$ cat src/rtl/decode_pkg.sv
// Shared decode definitions: opcode-length field, halfword width and the
// compressed-instruction predicate used by the aligner and the RVC decoder.
package decode_pkg;

    localparam logic [1:0] C_OPC32 = 2'b11;
    localparam int         HW_W    = 16;

    // FETCH_HI: the next accepted word contributes only its upper halfword.
    typedef enum logic {
        FETCH_FULL,
        FETCH_HI
    } fetch_state_e;

    function automatic logic is_com(input logic [HW_W-1:0] hw);
        return hw[1:0] != C_OPC32;
    endfunction

endpackage

$ cat src/rtl/decode_align_q_hw_ring.sv
// Halfword ring buffer: pushes and pops one or two entries per cycle and
// exposes the two oldest entries plus the occupancy count.
module hw_ring
    import decode_pkg::*;
#(
    parameter int DEPTH = 8
) (
    input  logic                    clk_i,
    input  logic                    rst_ni,
    input  logic                    clr_i,
    input  logic [1:0]              push_n_i,
    input  logic [HW_W-1:0]         push_hw0_i,
    input  logic [HW_W-1:0]         push_hw1_i,
    input  logic [1:0]              pop_n_i,
    output logic [HW_W-1:0]         peek0_o,
    output logic [HW_W-1:0]         peek1_o,
    output logic [$clog2(DEPTH):0]  count_o
);

    localparam int PW = $clog2(DEPTH);
    localparam int CW = PW + 1;

    logic [HW_W-1:0] mem_q [DEPTH];
    logic [PW-1:0]   wr_ptr_q;
    logic [PW-1:0]   rd_ptr_q;
    logic [CW-1:0]   count_q;

    // NOTE: storage has no reset; count gates every consumer, so stale entries are never observed.
    always_ff @(posedge clk_i) begin
        if (push_n_i != 2'd0) mem_q[wr_ptr_q] <= push_hw0_i;
        if (push_n_i == 2'd2) mem_q[wr_ptr_q + PW'(1)] <= push_hw1_i;
    end

    // NOTE: sequential state uses non-blocking assignments so every register updates from pre-edge values.
    always_ff @(posedge clk_i or negedge rst_ni) begin
        if (!rst_ni) begin
            wr_ptr_q <= '0;
            rd_ptr_q <= '0;
            count_q  <= '0;
        end else if (clr_i) begin
            rd_ptr_q <= wr_ptr_q;
            count_q  <= '0;
        end else begin
            wr_ptr_q <= wr_ptr_q + PW'(push_n_i);
            rd_ptr_q <= rd_ptr_q + PW'(pop_n_i);
            count_q  <= count_q + CW'(push_n_i) - CW'(pop_n_i);
        end
    end

    assign peek0_o = mem_q[rd_ptr_q];
    assign peek1_o = mem_q[rd_ptr_q + PW'(1)];
    assign count_o = count_q;

endmodule

$ cat src/rtl/decode_align_q.sv
// Instruction alignment queue: splits fetch words into halfwords and presents
// one RV32C/RV32 instruction per cycle with its PC; supports redirect.
module decode_align_q
    import decode_pkg::*;
#(
    parameter int              DEPTH_HW = 8,
    parameter int              XLEN     = 32,
    parameter logic [XLEN-1:0] RESET_PC = '0
) (
    input  logic            clk_i,
    input  logic            rst_ni,
    input  logic            fetch_vld_i,
    output logic            fetch_rdy_o,
    input  logic [31:0]     fetch_data_i,
    input  logic            flush_i,
    input  logic [XLEN-1:0] flush_pc_i,
    output logic            inst_vld_o,
    input  logic            inst_rdy_i,
    output logic [31:0]     inst_o,
    output logic [XLEN-1:0] inst_pc_o,
    output logic            inst_com_o
);

    localparam int CW = $clog2(DEPTH_HW) + 1;

    fetch_state_e    state_q, state_d;
    logic [XLEN-1:0] pc_q, pc_d;
    logic [CW-1:0]   count;
    logic [HW_W-1:0] h0, h1, push_hw0;
    logic [1:0]      push_n, pop_n;
    logic            drop_lo, accept, fire, h0_com;

    hw_ring #(
        .DEPTH (DEPTH_HW)
    ) u_ring (
        .clk_i      (clk_i),
        .rst_ni     (rst_ni),
        .clr_i      (flush_i),
        .push_n_i   (push_n),
        .push_hw0_i (push_hw0),
        .push_hw1_i (fetch_data_i[31:16]),
        .pop_n_i    (pop_n),
        .peek0_o    (h0),
        .peek1_o    (h1),
        .count_o    (count)
    );

    // Two free slots guarantee a full word always fits, so no overflow check is needed.
    assign drop_lo     = (state_q == FETCH_HI);
    assign fetch_rdy_o = (count <= CW'(DEPTH_HW - 2));
    assign accept      = fetch_vld_i & fetch_rdy_o & ~flush_i;
    assign push_n      = accept ? (drop_lo ? 2'd1 : 2'd2) : 2'd0;
    assign push_hw0    = drop_lo ? fetch_data_i[31:16] : fetch_data_i[15:0];

    assign h0_com      = is_com(h0);
    assign inst_vld_o  = ((count >= CW'(1)) & h0_com) | (count >= CW'(2));
    assign inst_com_o  = inst_vld_o & h0_com;
    assign inst_o      = !inst_vld_o ? 32'h0 :
                         h0_com      ? {{HW_W{1'b0}}, h0} : {h1, h0};
    assign inst_pc_o   = pc_q;

    assign fire  = inst_vld_o & inst_rdy_i & ~flush_i;
    assign pop_n = fire ? (h0_com ? 2'd1 : 2'd2) : 2'd0;

    // NOTE: defaults come first so every path assigns state_d and pc_d and no latch is inferred.
    always_comb begin
        state_d = state_q;
        pc_d    = pc_q;
        if (flush_i) begin
            state_d = flush_pc_i[1] ? FETCH_HI : FETCH_FULL;
            pc_d    = flush_pc_i;
        end else begin
            if (accept) state_d = FETCH_FULL;
            if (fire)   pc_d    = pc_q + (h0_com ? XLEN'(2) : XLEN'(4));
        end
    end

    always_ff @(posedge clk_i or negedge rst_ni) begin
        if (!rst_ni) begin
            state_q <= RESET_PC[1] ? FETCH_HI : FETCH_FULL;
            pc_q    <= RESET_PC;
        end else begin
            state_q <= state_d;
            pc_q    <= pc_d;
        end
    end

endmodule

$ cat config.mk
export PLATFORM = sky130hd
export DESIGN_NAME = decode_align_q
export DESIGN_NICKNAME = d
export VERILOG_FILES = /design/src/rtl/decode_pkg.sv /design/src/rtl/decode_align_q_hw_ring.sv /design/src/rtl/decode_align_q.sv
export SDC_FILE = /design/constraint.sdc
export NUM_CORES = 1
export LEC_CHECK = 0
export CORE_MARGIN = 2
export CORE_UTILIZATION = 55
export CTS_BUF_LIST = sky130_fd_sc_hd__clkbuf_8 sky130_fd_sc_hd__clkbuf_16
export CTS_CLUSTER_DIAMETER = 60
export DETAILED_ROUTE_END_ITERATION = 10
export GPL_TIMING_DRIVEN = 0
export PLACE_DENSITY_LB_ADDON = 0.1
export SLEW_MARGIN = 20
export SYNTH_ARGS = -nofsm -noshare
export SYNTH_HDL_FRONTEND = slang
export SYNTH_HIERARCHICAL = 1
export SYNTH_SLANG_ARGS = --single-unit
export TNS_END_PERCENT = 30
$ cat constraint.sdc
create_clock -name clk_i -period 5.03 [get_ports clk_i]
set_input_delay 1.006 -clock clk_i [delete_from_list [all_inputs] [get_ports clk_i]]
set_output_delay 1.006 -clock clk_i [all_outputs]
set_load 0.005 [all_outputs]
==> reports/results.tsv <==
stage	metric	value	unit
status	status	complete, no violations	
final_layout	area_delta_synth_final	23.0	%
clock_network	numCtsBuffers	17	
sta	worst_slew_pin_slew	1.07	ns
global_route	grt_pass1_vias	7516	
setup_path	crit_required	4.02	ns
yosys	yosysTopAreaCell	edfxtp_1	
global_route	antenna_found_initial	0	
place	gp_congestion	0.846	
job	max_cap_violations	0	
final_layout	multi_input_area	0.00546	mm^2
drt	post-route-drc-count	0	
sta	hold_viol	0	
yosys	synth_common_cells	mux2_2 (173), edfxtp_1 (128), mux4_2 (64), dfrtp_1 (43), nand2_1 (40)	
drt	post_drt_wl_per_cell	25.0	um
final_layout	fillers	1302	
setup_path	r2r-end	u_ring/count_o[3]	
place	hpwl	19700	um
setup_path	crit_path_end_kind	output pin	
yosys	synth_area_leaders	edfxtp_1 (36%), mux2_2 (18%), mux4_2 (14%)	
setup_path	worstSetupStartpointType	flip-flop	
sta	finClkSkew	0.0102	ns
die	start_util	0.564	
hold_path	hold_class	in -> async	
setup_path	path_delay_family	buffers and inverters	
setup_path	path_class	reg -> out	
drt	vias	7390	
global_route	gr-total-overflow	0	
setup_path	crit-reg2reg-launch	u_ring/rd_ptr_q[0]	
clock_network	cts_tree	yes	
yosys	synth_cells	746	
setup_path	cp.arrival	3.84	ns
die	io_pins	136	
drt	drtIter0Drc	701	
setup_path	ff2ff_setup_slack	0.41	ns
final_layout	drive_above_1_share	0.365	
yosys	yosysWarnings	6	
clock_network	clock_path_buffers	2	
global_route	grt_start_max_net_pins	33	
power	p_per_area	505	mW/mm^2
sta	setup_viol	0	
die	die_x	143	um
global_route	grt_pass1_wl	44500	um
place	dp_cells	1146	
power	clock_power_share	0.195	
clock_network	post-cts-setup-buffer-count	0	
final_layout	regArea	0.00492	mm^2
setup_path	critical_path_buf_inv_count	4	
power	total_power	0.00659	W
die	row_count	50	
final_layout	instances_no_fill	1177	
yosys	synthArstFlopShare	0.251	
die	die_area	0.0204	mm^2
yosys	ys_ff_latch	171	
place	port_buffers	135	
power	seq_power_share	0.284	
power	leakagePower	4.54	nW
clock_network	htree_levels	4	
final_layout	n_antenna_cell	0	
power	vdd_drop_max	0.356	mV
yosys	synth_ff_type	edfxtp_1	
power	p_int	0.00416	W
yosys	seq_area_frac_synth	0.463	
power	switchingPower	0.00243	W
clock_network	cts_num_sinks	171	
place	place_area	0.0124	mm^2
setup_path	worst_r2r_path_depth	15	
die	core-area	0.0188	mm^2
power	netSwitchingFraction	0.369	
sta	rsz0062_at_grt	yes	
yosys	synth_top_area_frac	0.362	
drt	dr.pass1.iters	5	
setup_path	path_cells	buf_2, buf_4, clkbuf_4, mux4_2, mux2_2, a21boi_2, nor2_4, nor2b_1, clkdlybuf4s50_1	
yosys	syn_avg_cell_area	14.2	um^2
setup_path	cp_slowest_cell	clkdlybuf4s50_1	
yosys	synth-edff-count	128	
setup_path	critPathMaxStageDelay	0.54	ns
drt	via_per_inst	6.28	
power	combPwrFrac	0.521	
sta	slew_headroom	0.283	
clock_network	cts_root_buffer	clkbuf_16	
die	die_height	143	um
sta	slew_viol_final	0	
yosys	synth_nets	829	
setup_path	critPathMaxFanout	18	
sta	finalCriticalPeriod	4.84	ns
final_layout	final_nets	987	
drt	ant_nets	0	
yosys	ys_types	59	
clock_network	path_clk_slew	0.07	ns
final_layout	design_area	0.0131	mm^2
yosys	synth.most_common_cell	mux2_2	
drt	drt-total-wl	29400	um
clock_network	ctsHoldBuffers	0	
yosys	synth_area	0.0106	mm^2
sta	max_freq	206	MHz
global_route	grt_usage	0.298	
sta	finalCritPeriodShare	0.963	
clock_network	clock_latency	0.43	ns
worst reg2reg max path, delay by kind of cell, from the launching register on:
family,cells,cell delay [ns]
mux,2,0.69
fa+ha+maj,2,0.72
flops,1,0.38
buf+inv,5,1.35
simple gates,1,0.26
compound gates,5,1.15
per-stage QoR:
stage                     setup slack [ns]  hold WS, ns  setup TNS [ns]   util
final                                0.186        0.479               0  0.694
after global routing              -0.00518        0.480        -0.00518  0.694
after floorplan                      0.917        0.505               0      -
after detailed placement            -0.265        0.494           -4.20  0.661
after CTS                           0.0423        0.468               0  0.693
after global placement               -1.34        0.492          -89.78  0.653
kinds of logic (layout without fill, tap and decap cells):
kind of cell | after synthesis | count (layout) | share of synthesized area
and+or+nand+nor | 159 | 159 | 0.0947
AOI/OAI and AO/OA | 57 | 57 | 0.0329
DFF | 171 | 171 | 0.463
buffers and inverters | 64 | 235 | 0.0299
adders and majority gates | 14 | 14 | 0.0193
muxes | 247 | 247 | 0.329
xor gates and xnor gates | 34 | 34 | 0.0305
area by class of cell:
| class | instances | area share |
|---|---|---|
| multi-input combinational | 511 | 0.418 |
| sequential | 171 | 0.377 |
| timing repair buffer | 140 | 0.111 |
| clock buffer | 17 | 0.0326 |
| tap | 260 | 0.0249 |
| buffer | 44 | 0.0198 |
| clock inverter | 15 | 0.0117 |
| inverter | 19 | 0.00546 |
cell usage in the layout (no fill, tap or decap), types with 17 or more instances in the layout:
master           count
nand2_1             40
mux2_2             173
inv_1               19
and2_1              18
clkdlybuf4s50_1    134
mux4_2              64
edfxtp_1           128
o21ai_0             29
dfrtp_1             43
nor2b_1             18
clkbuf_16           17
power groups by stage:
stage | Combinational (W) | Sequential, W | Clock [W]
2_1_floorplan | 0.00213 | 0.00187 | 0
3_3_place_gp | 0.00325 | 0.00189 | 0
3_5_place_dp | 0.00336 | 0.00190 | 0
4_1_cts | 0.00341 | 0.00187 | 0.00130
5_1_grt | 0.00365 | 0.00189 | 0.00136
6_report | 0.00343 | 0.00188 | 0.00129
routing by layer:
metal | part of all wire | vias up | global-route usage
met1 | 0.41 | 3766 | 0.397
met3 | 0.086 | 33 | 0.0721
met5 | 0 | - | 0
met4 | 0.017 | 0 | 0.0823
li1 | - | 3219 | -
met2 | 0.49 | 372 | 0.492
flip-flops by register name, indices dropped and copies added (netlist names):
signal	cells
u_ring/wr_ptr_q	3
drop_lo	1
u_ring/rd_ptr_q	3
u_ring/count_o	4
inst_pc_o	32
u_ring/mem_q	128
how the worst max path moves through the flow:
stage | cells past startpoint | endpoint | from
detailed placement | 10 | inst_o[22] | u_ring/rd_ptr_q[0]
global route | 10 | inst_o[27] | u_ring/rd_ptr_q[0]
global placement | 6 | u_ring/mem_q[6][2] | flush_i
CTS | 10 | inst_o[27] | u_ring/rd_ptr_q[0]
floorplan | 14 | u_ring/count_o[3] | u_ring/rd_ptr_q[1]
finish | 9 | inst_o[11] | u_ring/rd_ptr_q[0]
repair_timing:
item | CTS | global route
gates resized for setup | 7 | 6
cloned | 0 | 0
setup endpoints to repair | 32 | 20
Note: power is estimated with default switching activity, not from simulation.
